===== src/rtl/eth_pkg.sv =====
// Shared state encoding, header layout and byte-order helper
// for the Ethernet receive frame parser.
package eth_pkg;

    typedef enum logic [2:0] {
        IDLE,
        HDR,
        PAY,
        FLUSH,
        DONE
    } eth_state_e;

    localparam logic [47:0] BROADCAST_MAC = 48'hFFFF_FFFF_FFFF;

    localparam logic [2:0] HDR_DST0 = 3'd0;
    localparam logic [2:0] HDR_DST1 = 3'd1;
    localparam logic [2:0] HDR_DST2 = 3'd2;
    localparam logic [2:0] HDR_SRC0 = 3'd3;
    localparam logic [2:0] HDR_SRC1 = 3'd4;
    localparam logic [2:0] HDR_SRC2 = 3'd5;
    localparam logic [2:0] HDR_TYPE = 3'd6;

    // Wire order puts [7:0] first; network order puts it in the high byte.
    function automatic logic [15:0] to_net16(input logic [15:0] w);
        return {w[7:0], w[15:8]};
    endfunction

endpackage


===== src/rtl/eth_rx_hold_stage.sv =====
// One-word payload hold register: emits each word once its successor
// arrives and frames the stream with SOP/EOP/err.
module eth_rx_hold_stage (
    input  logic        clk,
    input  logic        rst_n,
    input  logic        push_i,
    input  logic [15:0] push_data_i,
    input  logic        flush_i,
    input  logic        abort_i,
    input  logic        ovf_i,
    output logic [15:0] data_o,
    output logic        valid_o,
    output logic        sop_o,
    output logic        eop_o,
    output logic        err_o
);

    logic        hold_vld_q, hold_vld_d;
    logic [15:0] hold_data_q, hold_data_d;
    logic        sop_done_q, sop_done_d;
    logic        pend_q, pend_d;
    logic        pend_err_q, pend_err_d;
    logic [15:0] data_q, data_d;
    logic        valid_q, valid_d;
    logic        sop_q, sop_d;
    logic        eop_q, eop_d;
    logic        err_q, err_d;

    always_comb begin
        hold_vld_d  = hold_vld_q;
        hold_data_d = hold_data_q;
        sop_done_d  = sop_done_q;
        pend_d      = 1'b0;
        pend_err_d  = 1'b0;
        data_d      = '0;
        valid_d     = 1'b0;
        sop_d       = 1'b0;
        eop_d       = 1'b0;
        err_d       = 1'b0;

        if (pend_q) begin
            // Last word arrived together with complete: close it out now.
            valid_d    = 1'b1;
            data_d     = hold_data_q;
            sop_d      = !sop_done_q;
            eop_d      = 1'b1;
            err_d      = pend_err_q;
            hold_vld_d = 1'b0;
            sop_done_d = 1'b0;
        end else if (abort_i) begin
            if (sop_done_q) begin
                valid_d = 1'b1;
                data_d  = hold_vld_q ? hold_data_q : 16'h0000;
                eop_d   = 1'b1;
                err_d   = 1'b1;
            end
            hold_vld_d = 1'b0;
            sop_done_d = 1'b0;
        end else begin
            if (push_i && hold_vld_q) begin
                valid_d    = 1'b1;
                data_d     = hold_data_q;
                sop_d      = !sop_done_q;
                sop_done_d = 1'b1;
            end
            if (push_i) begin
                hold_vld_d  = 1'b1;
                hold_data_d = push_data_i;
            end
            if (flush_i) begin
                if (push_i) begin
                    pend_d     = 1'b1;
                    pend_err_d = ovf_i;
                end else if (hold_vld_q) begin
                    valid_d    = 1'b1;
                    data_d     = hold_data_q;
                    sop_d      = !sop_done_q;
                    eop_d      = 1'b1;
                    err_d      = ovf_i;
                    hold_vld_d = 1'b0;
                    sop_done_d = 1'b0;
                end else begin
                    sop_done_d = 1'b0;
                end
            end
        end
    end

    always_ff @(posedge clk) begin
        if (!rst_n) begin
            hold_vld_q  <= 1'b0;
            hold_data_q <= '0;
            sop_done_q  <= 1'b0;
            pend_q      <= 1'b0;
            pend_err_q  <= 1'b0;
            data_q      <= '0;
            valid_q     <= 1'b0;
            sop_q       <= 1'b0;
            eop_q       <= 1'b0;
            err_q       <= 1'b0;
        end else begin
            hold_vld_q  <= hold_vld_d;
            hold_data_q <= hold_data_d;
            sop_done_q  <= sop_done_d;
            pend_q      <= pend_d;
            pend_err_q  <= pend_err_d;
            data_q      <= data_d;
            valid_q     <= valid_d;
            sop_q       <= sop_d;
            eop_q       <= eop_d;
            err_q       <= err_d;
        end
    end

    assign data_o  = data_q;
    assign valid_o = valid_q;
    assign sop_o   = sop_q;
    assign eop_o   = eop_q;
    assign err_o   = err_q;

endmodule


===== src/rtl/eth_rx_frame_parser.sv =====
// Ethernet receive frame parser: requests frames, parses the header,
// filters on destination MAC and forwards payload words.
module eth_rx_frame_parser
    import eth_pkg::*;
#(
    parameter logic [47:0] LOCAL_MAC         = 48'h0001_0203_0405,
    parameter int          MAX_PAYLOAD_WORDS = 750,
    parameter int          TIMEOUT_CYCLES    = 65535
) (
    input  logic        Clock,
    input  logic        Reset_N,
    input  logic        ethernet_int_in,
    output logic        ethernet_rcv_req_out,
    input  logic [15:0] ethernet_rcv_data_in,
    input  logic        ethernet_rcv_data_rdy_in,
    input  logic        ethernet_rcv_complete_in,
    output logic [15:0] payload_data_out,
    output logic        payload_valid_out,
    output logic        payload_sop_out,
    output logic        payload_eop_out,
    output logic        payload_err_out,
    output logic [15:0] ethertype_out,
    output logic [47:0] src_mac_out,
    output logic        frame_accepted_out,
    output logic        frame_dropped_out,
    output logic [15:0] accept_count_out,
    output logic [15:0] drop_count_out
);

    localparam int TW = $clog2(TIMEOUT_CYCLES + 1);
    localparam int PW = $clog2(MAX_PAYLOAD_WORDS + 1);

    eth_state_e    state_q, state_d;
    logic [2:0]    idx_q, idx_d;
    logic [31:0]   dst_q, dst_d;
    logic [47:0]   src_q, src_d;
    logic [47:0]   src_out_q, src_out_d;
    logic [15:0]   type_q, type_d;
    logic          rcv_req_q, rcv_req_d;
    logic [TW-1:0] tmo_q, tmo_d;
    logic [PW-1:0] pay_cnt_q, pay_cnt_d;
    logic          ovf_q, ovf_d;
    logic          acc_q, acc_d;
    logic          drop_q, drop_d;
    logic [15:0]   acc_cnt_q, acc_cnt_d;
    logic [15:0]   drop_cnt_q, drop_cnt_d;

    logic        push, flush, abort, ovf_now;
    logic        finish, accept, dst_match, timeout_hit;
    logic [15:0] word_net;

    always_comb begin
        state_d    = state_q;
        idx_d      = idx_q;
        dst_d      = dst_q;
        src_d      = src_q;
        src_out_d  = src_out_q;
        type_d     = type_q;
        rcv_req_d  = rcv_req_q;
        tmo_d      = tmo_q;
        pay_cnt_d  = pay_cnt_q;
        ovf_d      = ovf_q;
        acc_d      = 1'b0;
        drop_d     = 1'b0;
        acc_cnt_d  = acc_cnt_q;
        drop_cnt_d = drop_cnt_q;
        push       = 1'b0;
        flush      = 1'b0;
        abort      = 1'b0;
        ovf_now    = ovf_q;
        finish     = 1'b0;
        accept     = 1'b0;

        word_net    = to_net16(ethernet_rcv_data_in);
        dst_match   = ({dst_q, word_net} == LOCAL_MAC) ||
                      ({dst_q, word_net} == BROADCAST_MAC);
        timeout_hit = rcv_req_q && (tmo_q == TW'(TIMEOUT_CYCLES - 1));

        if (rcv_req_q) begin
            tmo_d = tmo_q + 1'b1;
        end

        unique case (state_q)
            IDLE: begin
                if (ethernet_int_in) begin
                    state_d   = HDR;
                    rcv_req_d = 1'b1;
                    idx_d     = '0;
                    tmo_d     = '0;
                    pay_cnt_d = '0;
                    ovf_d     = 1'b0;
                end
            end
            HDR: begin
                if (ethernet_rcv_data_rdy_in) begin
                    idx_d = idx_q + 3'd1;
                    unique case (idx_q)
                        HDR_DST0: dst_d[31:16] = word_net;
                        HDR_DST1: dst_d[15:0]  = word_net;
                        HDR_DST2: if (!dst_match) state_d = FLUSH;
                        HDR_SRC0: src_d[47:32] = word_net;
                        HDR_SRC1: src_d[31:16] = word_net;
                        HDR_SRC2: src_d[15:0]  = word_net;
                        HDR_TYPE: begin
                            state_d   = PAY;
                            src_out_d = src_q;
                            type_d    = word_net;
                        end
                        default: ;
                    endcase
                end
                // A header finishing on this very word is a zero-payload frame.
                if (ethernet_rcv_complete_in) begin
                    finish = 1'b1;
                    accept = ethernet_rcv_data_rdy_in && (idx_q == HDR_TYPE);
                end
            end
            PAY: begin
                if (ethernet_rcv_data_rdy_in) begin
                    if (pay_cnt_q < PW'(MAX_PAYLOAD_WORDS)) begin
                        push      = 1'b1;
                        pay_cnt_d = pay_cnt_q + 1'b1;
                    end else begin
                        ovf_d   = 1'b1;
                        ovf_now = 1'b1;
                    end
                end
                if (ethernet_rcv_complete_in) begin
                    finish = 1'b1;
                    accept = 1'b1;
                    flush  = 1'b1;
                end
            end
            FLUSH: begin
                if (ethernet_rcv_complete_in) begin
                    finish = 1'b1;
                end
            end
            DONE: state_d = IDLE;
            default: state_d = IDLE;
        endcase

        if (timeout_hit && !finish) begin
            finish = 1'b1;
            accept = 1'b0;
            abort  = (state_q == PAY);
            push   = 1'b0;
        end

        if (finish) begin
            state_d   = DONE;
            rcv_req_d = 1'b0;
            if (accept) begin
                acc_d     = 1'b1;
                acc_cnt_d = acc_cnt_q + 16'd1;
            end else begin
                drop_d     = 1'b1;
                drop_cnt_d = drop_cnt_q + 16'd1;
            end
        end
    end

    always_ff @(posedge Clock) begin
        if (!Reset_N) begin
            state_q    <= IDLE;
            idx_q      <= '0;
            dst_q      <= '0;
            src_q      <= '0;
            src_out_q  <= '0;
            type_q     <= '0;
            rcv_req_q  <= 1'b0;
            tmo_q      <= '0;
            pay_cnt_q  <= '0;
            ovf_q      <= 1'b0;
            acc_q      <= 1'b0;
            drop_q     <= 1'b0;
            acc_cnt_q  <= '0;
            drop_cnt_q <= '0;
        end else begin
            state_q    <= state_d;
            idx_q      <= idx_d;
            dst_q      <= dst_d;
            src_q      <= src_d;
            src_out_q  <= src_out_d;
            type_q     <= type_d;
            rcv_req_q  <= rcv_req_d;
            tmo_q      <= tmo_d;
            pay_cnt_q  <= pay_cnt_d;
            ovf_q      <= ovf_d;
            acc_q      <= acc_d;
            drop_q     <= drop_d;
            acc_cnt_q  <= acc_cnt_d;
            drop_cnt_q <= drop_cnt_d;
        end
    end

    eth_rx_hold_stage u_hold (
        .clk         (Clock),
        .rst_n       (Reset_N),
        .push_i      (push),
        .push_data_i (ethernet_rcv_data_in),
        .flush_i     (flush),
        .abort_i     (abort),
        .ovf_i       (ovf_now),
        .data_o      (payload_data_out),
        .valid_o     (payload_valid_out),
        .sop_o       (payload_sop_out),
        .eop_o       (payload_eop_out),
        .err_o       (payload_err_out)
    );

    assign ethernet_rcv_req_out = rcv_req_q;
    assign ethertype_out        = type_q;
    assign src_mac_out          = src_out_q;
    assign frame_accepted_out   = acc_q;
    assign frame_dropped_out    = drop_q;
    assign accept_count_out     = acc_cnt_q;
    assign drop_count_out       = drop_cnt_q;

endmodule


===== config.mk =====
export PLATFORM = sky130hd
export DESIGN_NAME = eth_rx_frame_parser
export DESIGN_NICKNAME = d
export VERILOG_FILES = /design/src/rtl/eth_pkg.sv /design/src/rtl/eth_rx_hold_stage.sv /design/src/rtl/eth_rx_frame_parser.sv
export SDC_FILE = /design/constraint.sdc
export NUM_CORES = 1
export LEC_CHECK = 0
export BUFFER_PORTS_ARGS = -buffer_cell sky130_fd_sc_hd__buf_4
export CORE_ASPECT_RATIO = 1.4
export CORE_MARGIN = 2
export CORE_UTILIZATION = 33
export DETAILED_ROUTE_END_ITERATION = 16
export HOLD_SLACK_MARGIN = 0.12
export PLACE_DENSITY = 0.51
export SYNTH_ARGS = -nofsm -noshare
export SYNTH_HDL_FRONTEND = slang
export SYNTH_SLANG_ARGS = --single-unit

===== constraint.sdc =====
create_clock -name Clock -period 3.3 [get_ports Clock]
set_clock_uncertainty 0.15 [all_clocks]
set_input_delay 0.66 -clock Clock [delete_from_list [all_inputs] [get_ports Clock]]
set_output_delay 0.66 -clock Clock [all_outputs]
set_load 0.005 [all_outputs]

== After elaboration in Yosys (flattened, before gate mapping) ==
Cells that the tools add are included.
Storage, ports and cells
  output and inout bits: 119
  flip-flop bits (word level): 252
  input bits: 21
  word-level logic and storage cells: 171
Operators by class
  order comparisons: 1
  equality and inequality tests: 23
  bitwise logic cells: 7
  $add $sub $neg: 5
  multiplexer cells: 74
  reductions and logical operators: 33
Operator list (number)
  $mux 16: 11
  $add 16x1->16 const B: 3
  $eq 48x33->1 const B: 1
  $eq 48x48->1 const B: 1
  $mux 1: 48
  $mux 10: 3
  $reduce_and 3->1: 8
  $pmux 10 s2: 1
  $mux 3: 6
  $eq 16x16->1 const B: 1
  $eq 3x2->1 const B: 4
  $pmux 3 s2: 2
  $add 10x1->10 const B: 1
  $lt 10x10->1 const B: 1
  $reduce_and 2->1: 5
  $reduce_and 5->1: 2
  $eq 3x3->1 const B: 3
  $ne 3x3->1 const B: 3
  $pmux 3 s3: 1
  $ne 2x2->1 const B: 4
  $not 1->1: 7
  $eq 3x1->1 const B: 2
  $logic_not 3->1: 2
  $reduce_or 3->1: 2
  other kinds (14): 21

== Depth between registers and ports, before layout ==
Gate-level depths: netlist of the first run.
  depth in word-level cells: 13
  mapped depth: 9
  gate-level depth less buffers: 7

== Hierarchy ==
Synthesis of the first run repeated with hierarchy kept, for this count alone.
Unflattened totals
  cell total of the unflattened synthesis: 1170
  area total of the unflattened synthesis: 9905.8 sq um
By module, submodules not included
  eth_rx_frame_parser: times used 1, sequential area each 4244.1 sq um, cells an instance 1031, area an instance 8524.4 sq um
  eth_rx_hold_stage: times used 1, sequential area each 800.8 sq um, cells an instance 139, area an instance 1381.3 sq um

== Least setup slack after synthesis of the first run ==
OpenSTA, ideal clock, no wires.
  path type: input to register
  start: in ethernet_rcv_data_rdy_in
  end: reg u_hold.hold_data_q[10]
  stages: 7
  arrival time: 1.904 ns
  buffers on the path: 2
  library setup time: 0.128 ns
  data required time: 3.022 ns
  setup slack: 1.118 ns
  cell sequence: nor4bb_1 > o221a_2 > o211a_1 > buf_4 > buf_4 > mux2i_1 > nor2_1
Between the ends
  cells in the longest elaborated chain, start to end: 4
Ends and longest elaborated chain
  from (decl): RTL line eth_rx_frame_parser.sv:15  | input logic ethernet_rcv_data_rdy_in,
  $mux 1: RTL line eth_rx_frame_parser.sv:119  | if (ethernet_rcv_data_rdy_in) begin
  $mux 1: RTL line eth_rx_frame_parser.sv:83  | unique case (state_q)
  $mux 1: RTL line eth_rx_frame_parser.sv:143  | if (timeout_hit && !finish) begin
  $reduce_and 3->1 (no line)
  to (signal assigned): RTL line eth_rx_hold_stage.sv:103  | hold_data_q <= hold_data_d;
  to (decl): RTL line eth_rx_hold_stage.sv:19  | logic [15:0] hold_data_q, hold_data_d;
Every way passes these cells.
A chain may end at the register's enable or synchronous reset.

== Final worst setup path of the first run ==
  start: reg idx_q[0]
  end: reg acc_cnt_q[11], in the netlist accept_count_out[11]
Between the ends
  cells in the longest elaborated chain, start to end: 6
Ends and longest elaborated chain
  from (decl): RTL line eth_rx_frame_parser.sv:34  | logic [2:0] idx_q, idx_d;
  from (signal assigned): RTL line eth_rx_frame_parser.sv:181  | idx_q <= idx_d;
  $eq 3x3->1: RTL line eth_rx_frame_parser.sv:115  | accept = ethernet_rcv_data_rdy_in && (idx_q == HDR_TYPE);
  $logic_and 1x1->1: RTL line eth_rx_frame_parser.sv:115
  $mux 1: RTL line eth_rx_frame_parser.sv:113  | if (ethernet_rcv_complete_in) begin
  $pmux 1 s2: RTL line eth_rx_frame_parser.sv:83
  $mux 1: RTL line eth_rx_frame_parser.sv:143
  $reduce_and 2->1 (no line)
  to (signal assigned): RTL line eth_rx_frame_parser.sv:192  | acc_cnt_q <= acc_cnt_d;
  to (decl): RTL line eth_rx_frame_parser.sv:45  | logic [15:0] acc_cnt_q, acc_cnt_d;
Every way passes these cells.

==> results of run 1 <==
## where the power goes
group	leakage [nW]	switching (mW)	total [mW]	internal, mW
Combinational	1.76	0.171	0.236	0.0651
Clock	0.471	1.25	3.23	1.98
Sequential	2.03	0.0215	3.08	3.06
## layer usage
layer / track usage [%] / vias up
met5: 0 / -
met4: 5.37 / 0
met3: 2.55 / 50
met2: 29.9 / 181
met1: 21.0 / 3915
li1: - / 4282
## cell type report
type | count | area [um2] | share of cell area, %
tap | 385 | 482 | 3.97
inverter | 13 | 53.8 | 0.443
clock inverter | 7 | 116 | 0.958
timing repair buffer | 155 | 1190 | 9.79
multi-input combinational | 836 | 4410 | 36.3
clock buffer | 42 | 842 | 6.94
sequential | 252 | 5040 | 41.6
## synthesized netlist by cell type (2+ instances only)
cell	number
nor4_1	11
dfxtp_1	252
or3_1	18
o31ai_1	9
nor2b_1	3
and3_1	13
o211ai_1	3
nand2_1	291
nor4bb_1	2
or4_1	11
inv_1	13
and4_1	7
buf_4	5
a41oi_1	2
nor3_1	5
mux2i_1	21
nand2b_1	5
o21a_1	2
a31oi_1	2
clkbuf_1	72
ha_1	10
a21boi_0	17
or4b_2	2
nand3_1	62
xor2_1	19
o31a_1	2
a21oi_1	176
xnor2_1	6
nand4b_1	3
a211oi_1	4
nor2_1	56
nand4_1	33
and2_1	6
o21ai_0	20
buf_2	15
## final timing paths
check,cells after the start,endpoint,slack [ps]
worst min-delay path,2,u_hold.pend_q,290
worst max-delay path,7,accept_count_out[11],870
worst min register to register,2,src_mac_out[5],300
worst max register to register,7,accept_count_out[11],870
## sequential cells by signal, indices dropped and copies added (netlist names), 16 cells and up
register	count
accept_count_out	16
drop_count_out	16
dst_q	32
ethertype_out	16
src_mac_out	48
src_q	48
tmo_q	16
u_hold.data_o	16
u_hold.hold_data_q	16
## cells by family (layout without fill, tap and decap cells)
kind of cell	count (synthesis)	count (layout)	share of synthesized area, %
AOI/OAI and AO/OA	245	245	13.8
xor gates and xnor gates	25	25	2.21
adders and majority gates	10	10	1.26
buffers and inverters	106	217	4.48
DFF	252	252	51.0
muxes	21	21	2.12
and+or+nand+nor	535	535	25.1
## layout by cell type, fill, tap and decap left out, types with 3 or more instances in the layout
cell	synthesis	final
a211oi_1	4	4
a21boi_0	17	17
a21oi_1	176	176
and2_1	6	6
and3_1	13	13
and4_1	7	7
buf_4	5	153
bufinv_16	0	3
clkbuf_1	72	4
clkbuf_16	0	27
clkbuf_8	0	11
dfxtp_1	252	252
ha_1	10	10
inv_1	13	12
mux2i_1	21	21
nand2_1	291	291
nand2b_1	5	5
nand3_1	62	62
nand4_1	33	33
nand4b_1	3	3
nor2_1	56	55
nor2b_1	3	3
nor3_1	5	5
nor4_1	11	11
o211ai_1	3	3
o21ai_0	20	20
o31ai_1	9	9
or3_1	18	18
or4_1	11	11
xnor2_1	6	6
xor2_1	19	19
==> results_dict.tcl, run 1 <==
set metrics [dict create \
    portBuffers 139 \
    totalWireLength_um 27200 \
    die_area_mm2 0.0314 \
    start_kind "flip-flop" \
    vias 8428 \
    core_mm2 0.0297 \
    design_area_mm2 0.0121 \
    syn_avg_cell_area_um2 8.28 \
    worstSetupPathType "reg2reg" \
    min_period_ps 2430 \
    ctsLongestPathBuffers 3 \
    place_area_mm2 0.0112 \
    grt_usage_pct 17.0 \
    dp_cells 1641 \
    setup_viol 0 \
    finalHoldViolCount 0 \
    worst_pin_slew_ps 737 \
    synth-async-reset-ratio_pct 0 \
    synth_cell_types 51 \
    r2r_start "idx_q[0]" \
    wl_per_cell_um 16.1 \
    hold-worst-slack_ps 286 \
    cp_top_family "simple AND/OR/NAND/NOR gates" \
    ys_seq_area_share_pct 51.0 \
    first_pass_iters 4 \
    min-delay-start "ethernet_rcv_complete_in" \
    grt_max_degree 107 \
    ios 140 \
    cts.sinks 252 \
    vdd_drop_max_mv 0.251 \
    power.density_mw_per_mm2 539 \
    status "finished, final reports clean" \
    grt_first_pass_wirelength_um 42900 \
    cts_buffers 27 \
    dp_hpwl_um 17400 \
    final_util_pct 40.8 \
    drv_slew 0 \
    grt_pass1_vias 7897 \
    postCtsHoldBufs 0 \
    syn_area_mm2 0.00989 \
    final_nets 1316 \
    crit_arrival_ps 2750 \
    cp_common_cell "nand4_1" \
    chipHeight_um 209 \
    grt_setup_unrepaired "no" \
    endpoint_kind "flip-flop" \
    slew_headroom_pct 50.9 \
    power.total_mw 6.54 \
    p_leak_nw 4.26 \
    clkTransAtPathRegs_ps 60 \
    yosys_warnings 0 \
    ant_nets 0 \
    slowest_stage "mux2i_1" \
    antenna_found_initial 0 \
    cts_tree "built" \
    final_cells 1690 \
    antenna_cells 0 \
    met1_length_um 11500 \
    fin_setup_tns_ps 0 \
    synth_area_leader_cell "dfxtp_1" \
    drive_gt1_share_pct 16.2 \
    fin_crit_sh_pct 73.5 \
    cp-startpoint "idx_q[0]" \
    clock_latency_ps 550 \
    post_cts_buffers 0 \
    synthFlopType "dfxtp_1" \
    synth_top_area_share_pct 51.0 \
    critPathBufInv 1 \
    netlist_instances 1194 \
    fill_cells 3081 \
    grt-ovfl-total 0 \
    syn_nets 1225 \
    vias_per_cell 4.99 \
    synth.area.top_cells "dfxtp_1 (51%), nand2_1 (11%), a21oi_1 (8.9%)" \
    initial_core_util_pct 33.3 \
    synth_edf_count 0 \
    post_cts_resized 0 \
    gp_congestion 0.791 \
    fin_ws_ps 873 \
    drv_cap 0 \
    wl_met2_um 13800 \
    worstPathRequired_ps 3620 \
    slowest_delay_ps 510 \
    drc 0 \
    htreeDepth 1 \
    fmax_mhz 412 \
    routed-wl-met3_um 1350 \
    crit_path_max_fanout 7 \
    top_layer_used "met4" \
    path_cells "inv_1 > ha_1 > nand4_1 > mux2i_1 > nand4_1 > or3_1 > a21oi_1" \
    area_growth_pct 22.7 \
    root_buffer "clkbuf_16" \
    fp.dieW_um 150 \
    ys_ff_latch 252 \
    fp-row-count 75 \
    hold_path_class "in2reg" \
    place_ws_ps 777 \
    drtIter0Drc 503 \
]
No activity file was read; power rests on OpenSTA's default activity.
==> run 2: changes to the inputs <==
clock period = 2.45 ns   (was 3.3 ns; I/O delays follow)
==> results_dict.tcl, run 2 (synthesis results as in run 1) <==
set metrics [dict create \
    fp-row-count 75 \
    root_buffer "clkbuf_16" \
    final_nets 1330 \
    p_leak_nw 4.33 \
    seq_area_mm2 0.00504 \
    cp_top_family "simple AND/OR/NAND/NOR gates" \
    worst_pin_slew_ps 682 \
    critPathBufInv 2 \
    cp-startpoint "idx_q[0]" \
    vias_per_cell 5.03 \
    vias 8560 \
    fmax_mhz 438 \
    power.density_mw_per_mm2 713 \
    htreeDepth 1 \
    initial_core_util_pct 33.3 \
    slowest_delay_ps 500 \
    core_mm2 0.0297 \
    crit_arrival_ps 2590 \
    drv_slew 0 \
    ctsLongestPathBuffers 3 \
    grt_max_degree 119 \
    die_area_mm2 0.0314 \
    drtIter0Drc 438 \
    dp_cells 1654 \
    slowest_stage "or4_1" \
    ant_nets 0 \
    endpoint_kind "flip-flop" \
    drv_cap 0 \
    min-delay-start "ethernet_rcv_complete_in" \
    cts_buffers 26 \
    min_period_ps 2280 \
    portBuffers 139 \
    hold_depth 2 \
    fill_cells 3034 \
    fin_setup_tns_ps 0 \
    drive_gt1_share_pct 16.7 \
    start_kind "flip-flop" \
    fp.dieW_um 150 \
    top_usage_layer "met2" \
    post_cts_buffers 0 \
    first_pass_iters 5 \
    cts.sinks 252 \
    gr-usage-met1_pct 20.4 \
    fin_crit_sh_pct 93.2 \
    final_cells 1703 \
    drc 0 \
    dp_hpwl_um 18000 \
    global_route.usage.met2_pct 30.1 \
    r2r_start "idx_q[0]" \
    fin_ws_ps 165 \
    clock_latency_ps 530 \
    totalWireLength_um 27500 \
    setup_viol 0 \
    hold_path_class "in2reg" \
    worstPathRequired_ps 2760 \
    worstSetupPathDepth 8 \
    wl_per_cell_um 16.1 \
    postCtsHoldBufs 2 \
    ios 140 \
    gp_congestion 0.786 \
    finalHoldViolCount 0 \
    slew_headroom_pct 54.5 \
    status "finished, final reports clean" \
    grt_first_pass_wirelength_um 43100 \
    hold-worst-slack_ps 139 \
    area_growth_pct 24.1 \
    final_cell_mix "nand2_1 (291), dfxtp_1 (252), a21oi_1 (176)" \
    multi_input_area_mm2 0.00441 \
    grt_setup_unrepaired "no" \
    post_cts_resized 0 \
    rr_worst_depth 8 \
    cts_tree "built" \
    grt-ovfl-total 0 \
    grt_usage_pct 17.0 \
    use_met3_pct 2.47 \
    final_common_cell "nand2_1" \
    antenna_cells 0 \
    clkTransAtPathRegs_ps 60 \
    crit_path_max_fanout 30 \
    path_cells "inv_1 > ha_1 > nand3_1 > o21ai_0 > a2bb2oi_2 > buf_12 > or4_1 > a21oi_1" \
    worstSetupPathType "reg2reg" \
    grt_pass1_vias 8024 \
    antenna_found_initial 0 \
    chipHeight_um 209 \
    vdd_drop_max_mv 0.426 \
    place_ws_ps 159 \
]
==> run 2: worst paths after layout <==
kind,end,slack [ps]
min,u_hold.pend_q,140
min reg2reg,src_mac_out[31],300
max reg2reg,drop_count_out[9],170
max,drop_count_out[9],170
==> run 2: metal layers <==
layer | vias up | wire [um]
met3 | 62 | 1190
li1 | 4310 | -
met2 | 181 | 13800
met4 | 0 | 1100
met1 | 4007 | 11400
met5 | - | 0
==> run 2: layout make-up <==
type | count | area share, %
clock buffers | 40 | 6.39
clock inverters | 7 | 1.13
inverters | 13 | 0.438
multi-input cells | 836 | 36.0
flip-flops and latches | 252 | 41.1
well taps | 385 | 3.92
repair buffers | 170 | 11.1
==> run 2: where the power goes <==
part / total, mW / switching, mW / internal [mW]
clock network: 4.26 / 1.65 / 2.62
logic: 0.346 / 0.242 / 0.104
registers: 4.15 / 0.0255 / 4.12
total: 8.76 / 1.92 / 6.84
==> run 2: stage by stage <==
stage / area (um2) / utilization [%] / power, mW
after floorplan: 9890 / - / 4.43
after global placement: 11300 / 38.1 / 4.58
after detailed placement: 11300 / 38.1 / 4.58
after CTS: 12300 / 41.3 / 8.88
after global routing: 12300 / 41.3 / 9.07
final: 12300 / 41.3 / 8.76
==> run 3: changes to the inputs <==
SYNTH_HIERARCHICAL = 1   (was unset)
==> results_dict.tcl, run 3 <==
set metrics [dict create \
    worstSetupPathType "reg2reg" \
    worstPathRequired_ps 2720 \
    fill_cells 3050 \
    synthFlopType "dfxtp_1" \
    cts_buffers 26 \
    top_layer_used "met4" \
    yosys_warnings 6 \
    grt_pass1_vias 7907 \
    dp_cells 1647 \
    grt_max_degree 79 \
    grt_first_pass_wirelength_um 41900 \
    power.total_mw 8.90 \
    die_area_mm2 0.0314 \
    final_common_cell "nand2_1" \
    totalWireLength_um 26600 \
    r2r_start "tmo_q[9]" \
    syn_area_mm2 0.00991 \
    grt_setup_unrepaired "no" \
    vias_per_cell 4.90 \
    core_mm2 0.0297 \
    endpoint_kind "flip-flop" \
    p_leak_nw 4.77 \
    area_growth_pct 25.4 \
    slew_headroom_pct 54.0 \
    ys_ff_latch 252 \
    fp.dieW_um 150 \
    final_cells 1696 \
    antenna_cells 0 \
    drive_gt1_share_pct 18.3 \
    place_ws_ps 59.0 \
    vias 8304 \
    synth_commonest_cells "nand2_1 (264), dfxtp_1 (252), a21oi_1 (143)" \
    fmax_mhz 441 \
    start_kind "flip-flop" \
    final_cell_mix "nand2_1 (264), dfxtp_1 (252), buf_4 (173)" \
    hold_depth 3 \
    routed-wl-met3_um 1200 \
    ant_nets 0 \
    rr_worst_depth 8 \
    synth_area_leader_cell "dfxtp_1" \
    crit_arrival_ps 2530 \
    synth_edf_count 0 \
    syn_avg_cell_area_um2 8.47 \
    grt_usage_pct 16.6 \
    dp_hpwl_um 17700 \
    root_buffer "clkbuf_16" \
    cts_tree "built" \
    grt-ovfl-total 0 \
    synth-async-reset-ratio_pct 0 \
    ctsLongestPathBuffers 3 \
    portBuffers 139 \
    min-delay-start "ethernet_rcv_data_in[15]" \
    finalHoldViolCount 0 \
    place_area_mm2 0.0114 \
    min_period_ps 2270 \
    htreeDepth 1 \
    final_util_pct 41.8 \
    fin_crit_sh_pct 92.5 \
    synth_cell_types 60 \
    antenna_found_initial 0 \
    drc 0 \
    cts.sinks 252 \
    drv_slew 0 \
    first_pass_iters 4 \
    drtIter0Drc 430 \
    setup_viol 0 \
    clock_latency_ps 530 \
    ys_seq_area_share_pct 50.9 \
    status "finished, final reports clean" \
    worst_pin_slew_ps 690 \
    wl_met2_um 14000 \
    fp-row-count 75 \
    cp-startpoint "tmo_q[9]" \
    synth_top_area_share_pct 50.9 \
    final_nets 1323 \
    gp_congestion 0.776 \
    drv_cap 0 \
    fin_setup_tns_ps 0 \
    hold-worst-slack_ps 137 \
    postCtsHoldBufs 0 \
    vdd_drop_max_mv 0.378 \
    fin_ws_ps 183 \
    wl_per_cell_um 15.7 \
    ios 140 \
    crit_path_max_fanout 13 \
    synth_most_common_cell "nand2_1" \
    initial_core_util_pct 33.3 \
    syn_nets 1201 \
    netlist_instances 1170 \
    met1_length_um 10900 \
    clkTransAtPathRegs_ps 60 \
    chipHeight_um 209 \
    synth.area.top_cells "dfxtp_1 (51%), nand2_1 (10%), a21oi_1 (7.2%)" \
    hold_path_class "in2reg" \
    power.density_mw_per_mm2 717 \
    design_area_mm2 0.0124 \
]
==> run 3: critical path: stages, from the launching register on <==
cell and delay, ps:
dfxtp_1 380, and4_4 260, nand3_1 110, nor4_1 320, and3_1 290, nor2b_1 250, o31ai_4 80, buf_4 170
and2_1 160
==> run 3: final timing paths <==
check	slack, ps	to
max	180	u_hold/data_o[2]
min	140	u_hold/hold_data_q[15]
max reg2reg	180	u_hold/data_o[2]
min reg2reg	300	src_mac_out[32]
==> run 3: routing by layer <==
layer / global-route usage [%] / vias up
li1: - / 4222
met1: 19.6 / 3914
met2: 31.0 / 140
met3: 2.47 / 28
met4: 3.97 / 0
met5: 0 / -
==> run 3: report_power, final <==
part	internal [mW]	switching [mW]	total, mW
Combinational	0.104	0.234	0.338
Clock	2.77	1.65	4.43
Sequential	4.12	0.0186	4.14
==> run 3: kinds of logic after synthesis <==
kind of cell / after synthesis / synth area share [%]
xor gates and xnor gates: 31 / 2.74
and+or+nand+nor: 538 / 25.6
DFF: 252 / 50.9
adders and majority gates: 10 / 1.26
buffers and inverters: 102 / 4.42
muxes: 33 / 3.35
AOI/OAI and AO/OA: 204 / 11.7
==> run 3: cell type report <==
| cell class | count | area, um2 | area share (%) |
|---|---|---|---|
| flip-flops and latches | 252 | 5040 | 40.6 |
| multi-input cells | 816 | 4450 | 35.9 |
| inverters | 18 | 70.1 | 0.564 |
| repair buffers | 178 | 1400 | 11.3 |
| well taps | 385 | 482 | 3.88 |
| clock inverters | 10 | 181 | 1.46 |
| clock buffers | 37 | 793 | 6.38 |
==> run 3: repair_timing <==
item | in CTS | in global routing
endpoints found under the setup margin | 0 | 32
buffers inserted | 0 | 2
gates resized for setup | 0 | 1
